### config.mk
export PLATFORM = sky130hd
export DESIGN_NAME = lcd_frame_sequencer
export DESIGN_NICKNAME = d
export VERILOG_FILES = /design/src/rtl/lcd_frame_sequencer.sv
export SDC_FILE = /design/constraint.sdc
export NUM_CORES = 1
export LEC_CHECK = 0
export ABC_AREA = 1
export CAP_MARGIN = 25
export CORE_MARGIN = 2
export CORE_UTILIZATION = 64
export DETAILED_ROUTE_END_ITERATION = 12
export GPL_ROUTABILITY_DRIVEN = 0
export PLACE_DENSITY = 0.91
export SYNTH_ARGS = -nofsm -noshare
export SYNTH_HDL_FRONTEND = slang
export SYNTH_SLANG_ARGS = --single-unit
### constraint.sdc
create_clock -name clk -period 6.1 [get_ports clk]
set_clock_uncertainty 0.2 [all_clocks]
set_input_delay 1.83 -clock clk [delete_from_list [all_inputs] [get_ports clk]]
set_output_delay 1.83 -clock clk [all_outputs]
set_load 0.005 [all_outputs]
### src/rtl/lcd_frame_sequencer.sv
// lcd_frame_sequencer: HD44780 init then endless buffer refresh; char_addr runs one fetch ahead for a sync-read buffer
module lcd_frame_sequencer #(
    parameter int POWERUP_CYCLES = 750000,
    parameter int CLEAR_CYCLES   = 82000,
    parameter int REFRESH_CYCLES = 50000000,
    parameter int NUM_LINES      = 2,
    parameter int CHARS_PER_LINE = 16,
    parameter int CNT_W          = 26,
    localparam int TOTAL = NUM_LINES * CHARS_PER_LINE,
    localparam int AW    = (TOTAL > 1) ? $clog2(TOTAL) : 1
) (
    input  logic          clk,
    input  logic          reset,
    input  logic          enable,
    input  logic          refresh_req,
    output logic          cmd_valid,
    input  logic          cmd_ready,
    output logic          cmd_rs,
    output logic [7:0]    cmd_data,
    output logic [AW-1:0] char_addr,
    input  logic [7:0]    char_data,
    output logic          init_done,
    output logic          frame_done
);
    typedef enum logic [3:0] {
        IDLE, POWERUP_WAIT, FUNCTION_SET, ENTRY_MODE_SET, DISPLAY_ON_OFF,
        CLEAR_DISPLAY, CLEAR_WAIT, SET_DDRAM, FETCH, WRITE_CHAR, REFRESH_WAIT
    } state_t;
    state_t state;
    logic [CNT_W-1:0] cnt;
    logic [1:0] line;
    logic [5:0] col;
    logic xfer;
    assign xfer = cmd_valid && cmd_ready;
    function automatic logic [7:0] ddram(input logic [1:0] l);
        return 8'h80 | (l[0] ? 8'h40 : 8'h00) | (l[1] ? 8'h14 : 8'h00);
    endfunction
    always_ff @(posedge clk or negedge reset) begin
        if (!reset) begin
            state      <= IDLE;
            cnt        <= '0;
            line       <= '0;
            col        <= '0;
            cmd_valid  <= 1'b0;
            cmd_rs     <= 1'b0;
            cmd_data   <= '0;
            char_addr  <= '0;
            init_done  <= 1'b0;
            frame_done <= 1'b0;
        end else begin
            frame_done <= 1'b0;
            case (state)
                IDLE: if (enable) begin
                    if (init_done) begin
                        state     <= SET_DDRAM;
                        cmd_valid <= 1'b1;
                        cmd_rs    <= 1'b0;
                        cmd_data  <= ddram(2'd0);
                    end else begin
                        state <= POWERUP_WAIT;
                        cnt   <= CNT_W'(POWERUP_CYCLES - 1);
                    end
                end
                POWERUP_WAIT: if (cnt == '0) begin
                    state     <= FUNCTION_SET;
                    cmd_valid <= 1'b1;
                    cmd_rs    <= 1'b0;
                    cmd_data  <= (NUM_LINES == 1) ? 8'h30 : 8'h38;
                end else cnt <= cnt - 1'b1;
                FUNCTION_SET: if (xfer) begin
                    state    <= ENTRY_MODE_SET;
                    cmd_data <= 8'h06;
                end
                ENTRY_MODE_SET: if (xfer) begin
                    state    <= DISPLAY_ON_OFF;
                    cmd_data <= 8'h0C;
                end
                DISPLAY_ON_OFF: if (xfer) begin
                    state    <= CLEAR_DISPLAY;
                    cmd_data <= 8'h01;
                end
                CLEAR_DISPLAY: if (xfer) begin
                    state     <= CLEAR_WAIT;
                    cmd_valid <= 1'b0;
                    cnt       <= CNT_W'(CLEAR_CYCLES - 1);
                end
                CLEAR_WAIT: if (cnt == '0) begin
                    state     <= SET_DDRAM;
                    init_done <= 1'b1;
                    cmd_valid <= 1'b1;
                    cmd_rs    <= 1'b0;
                    cmd_data  <= ddram(line);
                end else cnt <= cnt - 1'b1;
                SET_DDRAM: if (xfer) begin
                    state     <= FETCH;
                    cmd_valid <= 1'b0;
                    col       <= '0;
                end
                FETCH: begin
                    state     <= WRITE_CHAR;
                    cmd_valid <= 1'b1;
                    cmd_rs    <= 1'b1;
                    cmd_data  <= char_data;
                    char_addr <= (char_addr == AW'(TOTAL - 1)) ? '0 : char_addr + 1'b1;
                end
                WRITE_CHAR: if (xfer) begin
                    if (col != 6'(CHARS_PER_LINE - 1)) begin
                        state     <= FETCH;
                        cmd_valid <= 1'b0;
                        col       <= col + 1'b1;
                    end else if (line != 2'(NUM_LINES - 1)) begin
                        state    <= SET_DDRAM;
                        line     <= line + 1'b1;
                        col      <= '0;
                        cmd_rs   <= 1'b0;
                        cmd_data <= ddram(line + 1'b1);
                    end else begin
                        state      <= REFRESH_WAIT;
                        cmd_valid  <= 1'b0;
                        line       <= '0;
                        col        <= '0;
                        frame_done <= 1'b1;
                        cnt        <= CNT_W'(REFRESH_CYCLES - 1);
                    end
                end
                REFRESH_WAIT: if (!enable) state <= IDLE;
                else if (refresh_req || cnt == '0) begin
                    state     <= SET_DDRAM;
                    cmd_valid <= 1'b1;
                    cmd_rs    <= 1'b0;
                    cmd_data  <= ddram(2'd0);
                end else cnt <= cnt - 1'b1;
                default: state <= IDLE;
            endcase
        end
    end
endmodule

==> implementation parameters, run 1 <==
Parameter                              Value

STA
  Setup TNS Final    0 ps
  Clock period minus final worst setup slack    3910 ps
  Max Slew Vio Count    0
  Final Setup Violations    0
  Peak clock frequency supported by timing    256 MHz
  Slew headroom    44.3%
  Slew at the pin closest to its max-slew limit    833 ps
  Unrepaired setup endpoints after global routing    false
  Setup slack after layout    2190 ps
  Final-report hold violation count    0
  Final clock period utilization by the worst path    64.0%

Logic synthesis
  Mapped Nets    601
  Sequential cell area fraction in the yosys report    36.1%
  Number of enable flip-flop cells after synthesis    0
  Count of cell types in the netlist    36
  Number of cells produced by synthesis    582
  Total standard cell area after synthesis    0.00381 mm2
  Number of warning messages in the yosys log    0
  Asr flop ratio synth    100%
  Most used DFF post-synth    sky130_fd_sc_hd__dfrtp_1
  Synth Area per Inst    6.55 um2
  Register bit total from synthesis    55

Die
  Core footprint    0.00585 mm2
  Die span in y    81.2 um
  Core Rows    28
  Number of top-level pins    30
  Initial core utilization    65.2%
  Floorplan die area    0.00659 mm2
  Die boundary width    81.2 um

Drt
  Number of optimization iterations in the first detailed-route pass    5
  Via Count    3923
  Via density per instance    5.74
  Aggregate routed wire length    9790 um
  Routed wire per std cell    14.3 um
  Antenna violation net count after detailed routing    0
  DRC marker count from the first detailed-route iteration    303
  Final routed DRC violation total    0

Critical path
  Kind of critical path    primary input to register
  Longest individual stage delay on the worst path    510 ps
  Worst path bufs/invs    2
  Cell type with the highest occurrence count on the critical path    sky130_fd_sc_hd__nand2_1
  Setup crit start kind    primary input
  Endpoint required time on the critical path    6120 ps
  Highest-delay cell along the critical path    sky130_fd_sc_hd__nor2_4
  Depth of the critical timing path with buffers and inverters included    10
  Crit-path cells    clkdlybuf4s50_1 > nand2_1 > nand2_2 > inv_2 > nor2_1 > nand3_1 > nor2_4 > nand2_4 > nand2_1 > nand2_1
  Critical Path Sink Type    register
  Worst EP arrival    3920 ps
  CP Max Fanout    26
  Cell type group with the largest total delay on the critical path    simple AND/OR/NAND/NOR gates
  Worst reg-to-reg path cell count    10

Worst hold path
  Hold depth    2
  Worst min-delay path class    register to register

CTS
  Buffers inserted during post-CTS setup optimization    0
  Deepest level of the CTS H-tree    2
  CTS tree    yes
  Gates resized, CTS repair    0
  Number of buffers created by CTS    5
  CTS Hold Buffers Added    0
  Count of clock tree sinks    55
  Clock latency reported for the late side of the worst-skew pair    320 ps
  Clock tree buffer depth    2
  CTS Root Buffer Type    sky130_fd_sc_hd__clkbuf_8
  Clock-pin transition on the worst setup and hold timing paths    100 ps

Global route
  Pin count of the biggest net entering global routing    56
  Global-route wire length before repair    16400 um
  Antenna violations before repair    0
  Via count of the first global-routing pass    3720
  Global-route usage over all layers    32.0%
  Overall overflow remaining after global route    0

Cells and area
  Layout overhead on the synthesized area    11.0%
  Top library cells by usage in the layout, fill and taps aside    sky130_fd_sc_hd__nand2_1, sky130_fd_sc_hd__nor2_1, sky130_fd_sc_hd__nand3_1, sky130_fd_sc_hd__dfrtp_1, sky130_fd_sc_hd__inv_1
  Most common cell after layout, fill and taps aside    sky130_fd_sc_hd__nand2_1
  Layout cell share with drive strength beyond 1    5.92%
  Number of nets in the finished design    626
  Number of antenna diodes    0

Power and ir drop
  Overall power of the completed layout    2.19 mW
  Total internal power    1.06 mW
  Switching share of power    51.6%
  Clock Power Share    11.7%
  Flop pwr share    28.7%
  Leak pwr    2.15 nW
  Net load switching power    1.13 mW
  Combinational share of power    59.5%
  Peak supply drop    0.351 mV
  Areal power density over the cells    518 mW/mm2

Placed design
  Setup slack after placement    1880 ps
  # port buffers    29
  Half-perimeter wire length after detailed placement    6990 um

Status
  Run status    complete, no violations

Job
  Max capacitance violation total    0
==> per-layer routing <==
metal	share of wire [%]	track usage [%]	vias to the layer above	routed length, um
met2	52	56.8	141	5120
met1	40	38.2	1841	3920
met4	2.1	13.6	0	204
met3	5.6	5.11	25	550
met5	0	0	-	0
li1	-	-	1916	-
==> area by class of cell <==
cell class | count | area, um2
inverter | 59 | 224
clock inverter | 2 | 35.0
tap | 75 | 93.8
sequential | 55 | 1380
clock buffer | 6 | 82.6
timing repair buffer | 30 | 293
multi-input combinational | 456 | 2130
fill | 481 | 1620
==> logic make-up (layout without fill, tap and decap cells) <==
logic type                 Yosys count  count (layout)  synth area share [%]
and+or+nand+nor                    391             391                  44.4
buffers and inverters               71              97                  8.11
DFF                                 55              55                  36.1
AOI/OAI and AO/OA                   50              50                  7.35
xor gates and xnor gates             9               9                  2.07
adders and majority gates            6               6                  1.97
==> metrics by stage <==
stage	hold slack [ps]	area (um2)	util [%]	cells
detailed placement	284	4110	70.3	675
finish	314	4230	72.3	683
floorplan	263	3810	-	582
CTS	309	4230	72.3	683
global route	338	4230	72.3	683
global placement	281	4110	70.3	675
==> worst paths after layout <==
| path | start | endpoint | slack (ps) |
|---|---|---|---|
| max | cmd_ready | cnt[15]$_DFFE_PN0P_ | 2190 |
| min | cnt[1]$_DFFE_PN0P_ | cnt[1]$_DFFE_PN0P_ | 310 |
| max reg2reg | state[0]$_DFFE_PN0P_ | cnt[15]$_DFFE_PN0P_ | 3000 |
| min reg2reg | cnt[1]$_DFFE_PN0P_ | cnt[1]$_DFFE_PN0P_ | 310 |
| max in group asynchronous | reset | col[5]$_DFFE_PN0P_ | 3770 |
| min in group asynchronous | reset | cnt[11]$_DFFE_PN0P_ | 1430 |
==> worst register-to-register path, cell delays in order, from the launching register on <==
cell and delay, ps:
sky130_fd_sc_hd__dfrtp_1 500, sky130_fd_sc_hd__inv_2 130, sky130_fd_sc_hd__nor2_1 60, sky130_fd_sc_hd__nand2_1 630, sky130_fd_sc_hd__nor2_1 180, sky130_fd_sc_hd__nor2_1 140
sky130_fd_sc_hd__nand3_1 120, sky130_fd_sc_hd__nor2_4 510, sky130_fd_sc_hd__nand2_4 330, sky130_fd_sc_hd__nand2_1 150, sky130_fd_sc_hd__nand2_1 60
==> cell usage after synthesis (2+ instances only) <==
cell type	number	area, um2
sky130_fd_sc_hd__buf_2	5	25.0
sky130_fd_sc_hd__o21a_1	3	22.5
sky130_fd_sc_hd__nand4_1	16	100
sky130_fd_sc_hd__o21bai_1	3	22.5
sky130_fd_sc_hd__a21oi_1	6	30.0
sky130_fd_sc_hd__nand3_1	68	340
sky130_fd_sc_hd__dfrtp_1	55	1380
sky130_fd_sc_hd__nand2_1	197	739
sky130_fd_sc_hd__nor2_1	80	300
sky130_fd_sc_hd__nand2_2	8	50.1
sky130_fd_sc_hd__xnor2_1	4	35.0
sky130_fd_sc_hd__inv_2	5	18.8
sky130_fd_sc_hd__nor3_1	5	25.0
sky130_fd_sc_hd__xor2_1	5	43.8
sky130_fd_sc_hd__nor2_4	4	45.0
sky130_fd_sc_hd__o21ai_1	2	10.0
sky130_fd_sc_hd__buf_4	3	22.5
sky130_fd_sc_hd__nor2_2	4	25.0
sky130_fd_sc_hd__inv_1	53	199
sky130_fd_sc_hd__ha_1	6	75.1
sky130_fd_sc_hd__or2_2	2	12.5
sky130_fd_sc_hd__nor3b_1	2	15.0
sky130_fd_sc_hd__buf_6	3	33.8
sky130_fd_sc_hd__o21ai_0	31	155
==> power groups by stage <==
| stage | Combinational, mW | Sequential (mW) | Clock, mW |
|---|---|---|---|
| floorplan | 1.03 | 0.595 | 0 |
| detailed placement | 1.28 | 0.633 | 0 |
| global placement | 1.22 | 0.627 | 0 |
| global route | 1.48 | 0.643 | 0.270 |
| finish | 1.31 | 0.630 | 0.257 |
| CTS | 1.29 | 0.627 | 0.260 |
==> state kept, by name (all words and copies together), names as in the netlist <==
register    flops
col             6
state           4
cnt            26
init_done       1
frame_done      1
char_addr       5
line            2
cmd_valid       1
cmd_rs          1
cmd_data        8
Note: power is estimated with default switching activity, not from simulation.
==> inputs of run 2 (changes only) <==
CORE_UTILIZATION = 53   (was 64)
PLACE_DENSITY = 0.81   (was 0.91)
clock period = 3.17 ns   (was 6.1 ns; I/O delays follow)
==> run 2 against run 1 <==
  * Clock power rose by 53%
  * Highest routed layer unchanged
  * Critical endpoint is now cmd_data[1]$_DFFE_PN0P_
  * Die area rose by 20%
  * Sequential cell count did not move
  * Design area rose by 0.74%
==> implementation parameters, run 2 (synthesized netlist as in run 1, its figures left out) <==
Parameter                              Value

Status
  Run status    complete, no violations (unchanged)

Critical path
  Critical Path Sink Type    register (unchanged)
  Worst reg-to-reg path cell count    12 (was 10)
  Worst EP arrival    2510 ps (was 3920 ps)
  Endpoint required time on the critical path    3230 ps (was 6120 ps)
  Reg2Reg Setup Slack    720 ps (was 3000 ps)
  Worst r2r src    cnt[0]$_DFFE_PN0P_ (was state[0]$_DFFE_PN0P_)
  Startpoint of the most critical setup path    cmd_ready (unchanged)
  Kind of critical path    primary input to register (unchanged)
  Setup crit start kind    primary input (unchanged)
  R2r endpoint    cnt[15]$_DFFE_PN0P_ (unchanged)
  CP Max Fanout    9 (was 26)

CTS
  Number of buffers created by CTS    5 (unchanged)
  Count of clock tree sinks    55 (unchanged)
  CTS tree    yes (unchanged)
  Clock latency reported for the late side of the worst-skew pair    320 ps (about the same)
  CTS Hold Buffers Added    0 (unchanged)
  Clock tree buffer depth    2 (unchanged)
  Gates resized, CTS repair    0 (unchanged)
  CTS Root Buffer Type    sky130_fd_sc_hd__clkbuf_8 (unchanged)
  Deepest level of the CTS H-tree    2 (unchanged)
  Clock-pin transition on the worst setup and hold timing paths    100 ps (about the same)
  Buffers inserted during post-CTS setup optimization    0 (unchanged)

Cells and area
  Number of antenna diodes    0 (unchanged)
  Post-Layout Cell Count    709 (was 683)
  Top flop regs    cnt: 26 flops, cmd_data: 8 flops, col: 6 flops (unchanged)
  Most common cell after layout, fill and taps aside    sky130_fd_sc_hd__nand2_1 (unchanged)
  Layout overhead on the synthesized area    11.8% (was 11.0%)
  Biggest register    cnt (unchanged)
  Layout cell share with drive strength beyond 1    6.53% (was 5.92%)
  Number of nets in the finished design    631 (was 626)
  Cell area after layout    0.00426 mm2 (was 0.00423 mm2)
  Number of fillers in the final layout    623 (was 481)
  Max FFs per register    26 (unchanged)
  Top library cells by usage in the layout, fill and taps aside    sky130_fd_sc_hd__nand2_1, sky130_fd_sc_hd__nor2_1, sky130_fd_sc_hd__nand3_1, sky130_fd_sc_hd__dfrtp_1, sky130_fd_sc_hd__inv_1 (unchanged)

Die
  Initial core utilization    55.5% (was 65.2%)
  Die span in y    88.8 um (was 81.2 um)
  Core footprint    0.00687 mm2 (was 0.00585 mm2)
  Die boundary width    88.8 um (was 81.2 um)
  Core Rows    30 (was 28)
  Floorplan die area    0.00789 mm2 (was 0.00659 mm2)
  Number of top-level pins    30 (unchanged)

Drt
  Via density per instance    5.43 (was 5.74)
  Routed wire per std cell    13.3 um (was 14.3 um)
  Aggregate routed wire length    9450 um (was 9790 um)
  Met2 Routed Length    4690 um (was 5120 um)
  Antenna violation net count after detailed routing    0 (unchanged)
  Routed metal-1 wire length    4180 um (was 3920 um)
  DRC marker count from the first detailed-route iteration    236 (was 303)
  Final routed DRC violation total    0 (unchanged)
  Via Count    3852 (was 3923)
  Highest routed metal layer    met4 (unchanged)
  Number of optimization iterations in the first detailed-route pass    5 (unchanged)
  Met3 wire len    426 um (was 550 um)

STA
  Max Slew Vio Count    0 (unchanged)
  Final Setup Violations    0 (unchanged)
  Slew at the pin closest to its max-slew limit    707 ps (was 833 ps)
  Slew headroom    52.9% (was 44.3%)
  Final clock period utilization by the worst path    77.4%
  Final-report hold violation count    0 (unchanged)
  Peak clock frequency supported by timing    408 MHz
  Setup TNS Final    0 ps (unchanged)
  Clock period minus final worst setup slack    2450 ps
  Unrepaired setup endpoints after global routing    false (unchanged)

Worst hold path
  Hold depth    2 (unchanged)
  Worst hold start    cmd_valid$_DFFE_PN0P_ (was cnt[1]$_DFFE_PN0P_)
  Worst hold endpoint    cmd_valid$_DFFE_PN0P_ (was cnt[1]$_DFFE_PN0P_)
  Worst min-delay path class    register to register (unchanged)

Global route
  Via count of the first global-routing pass    3612 (was 3720)
  Antenna violations before repair    0 (unchanged)
  Global-route wire length before repair    15900 um (was 16400 um)
  Pin count of the biggest net entering global routing    56 (unchanged)
  Global-route usage over all layers    25.7% (was 32.0%)
  Overall overflow remaining after global route    0 (unchanged)

Placed design
  # port buffers    29 (unchanged)
  Placed cell area    0.00418 mm2 (was 0.00411 mm2)
  Post-Place Cells    701 (was 675)
  Half-perimeter wire length after detailed placement    6890 um (was 6990 um)

Power and ir drop
  Areal power density over the cells    971 mW/mm2 (was 518 mW/mm2)
  Leak pwr    2.16 nW (was 2.15 nW)
  Peak supply drop    0.589 mV (was 0.351 mV)

Job
  Max capacitance violation total    0 (unchanged)
[run 2: per-stage QoR]
step	utilization (%)	hold WS [ps]	worst slack, ps	total power [mW]
after global routing	62.1	332	526	4.56
after global placement	60.8	280	425	3.63
after floorplan	-	263	926	3.13
after CTS	62.1	319	729	4.12
after detailed placement	60.8	295	400	3.72
final	62.1	310	718	4.14
[run 2: cell type report]
cell class,instances,area [um2],share of cell area [%]
Sequential cell,55,1380,32.3
Tap cell,96,120,2.82
Clock inverter,2,12.5,0.294
Timing Repair Buffer,35,330,7.75
Inverter,59,224,5.25
Clock buffer,6,72.6,1.70
Multi-Input combinational cell,456,2130,49.9
[run 2: worst max-delay path by stage]
| stage | to | slack [ps] | depth (start not counted) |
|---|---|---|---|
| 2_1_floorplan | cnt[12]$_DFFE_PN0P_ | 930 | 10 |
| 3_3_place_gp | cnt[23]$_DFFE_PN0P_ | 430 | 10 |
| 3_5_place_dp | cnt[10]$_DFFE_PN0P_ | 400 | 10 |
| 4_1_cts | cmd_data[1]$_DFFE_PN0P_ | 730 | 10 |
| 5_1_grt | cnt[19]$_DFFE_PN0P_ | 530 | 12 |
| 6_report | cmd_data[1]$_DFFE_PN0P_ | 720 | 10 |
[run 2: power by group]
| group | internal, mW | switching [mW] | total [mW] |
|---|---|---|---|
| Combinational | 0.870 | 1.67 | 2.54 |
| Clock | 0.155 | 0.238 | 0.394 |
| Sequential | 0.955 | 0.255 | 1.21 |
| Total | 1.98 | 2.16 | 4.14 |
[run 2: routing by layer]
layer / global-route usage, % / vias to the layer above
met2: 44.9 / 111
met4: 9.92 / 0
met1: 32.1 / 1798
li1: - / 1924
met3: 3.54 / 19
met5: 0 / -
[run 2: critical path, cell delays in order]
cell                              delay (ps)
sky130_fd_sc_hd__clkdlybuf4s50_1         450
sky130_fd_sc_hd__nand2_1                 100
sky130_fd_sc_hd__buf_4                   180
sky130_fd_sc_hd__nand2_1                  90
sky130_fd_sc_hd__nand2_1                  70
sky130_fd_sc_hd__nor2_1                  120
sky130_fd_sc_hd__nand2_2                 140
sky130_fd_sc_hd__nor2_4                  220
sky130_fd_sc_hd__nand2_1                  80
sky130_fd_sc_hd__nand2_1                  80
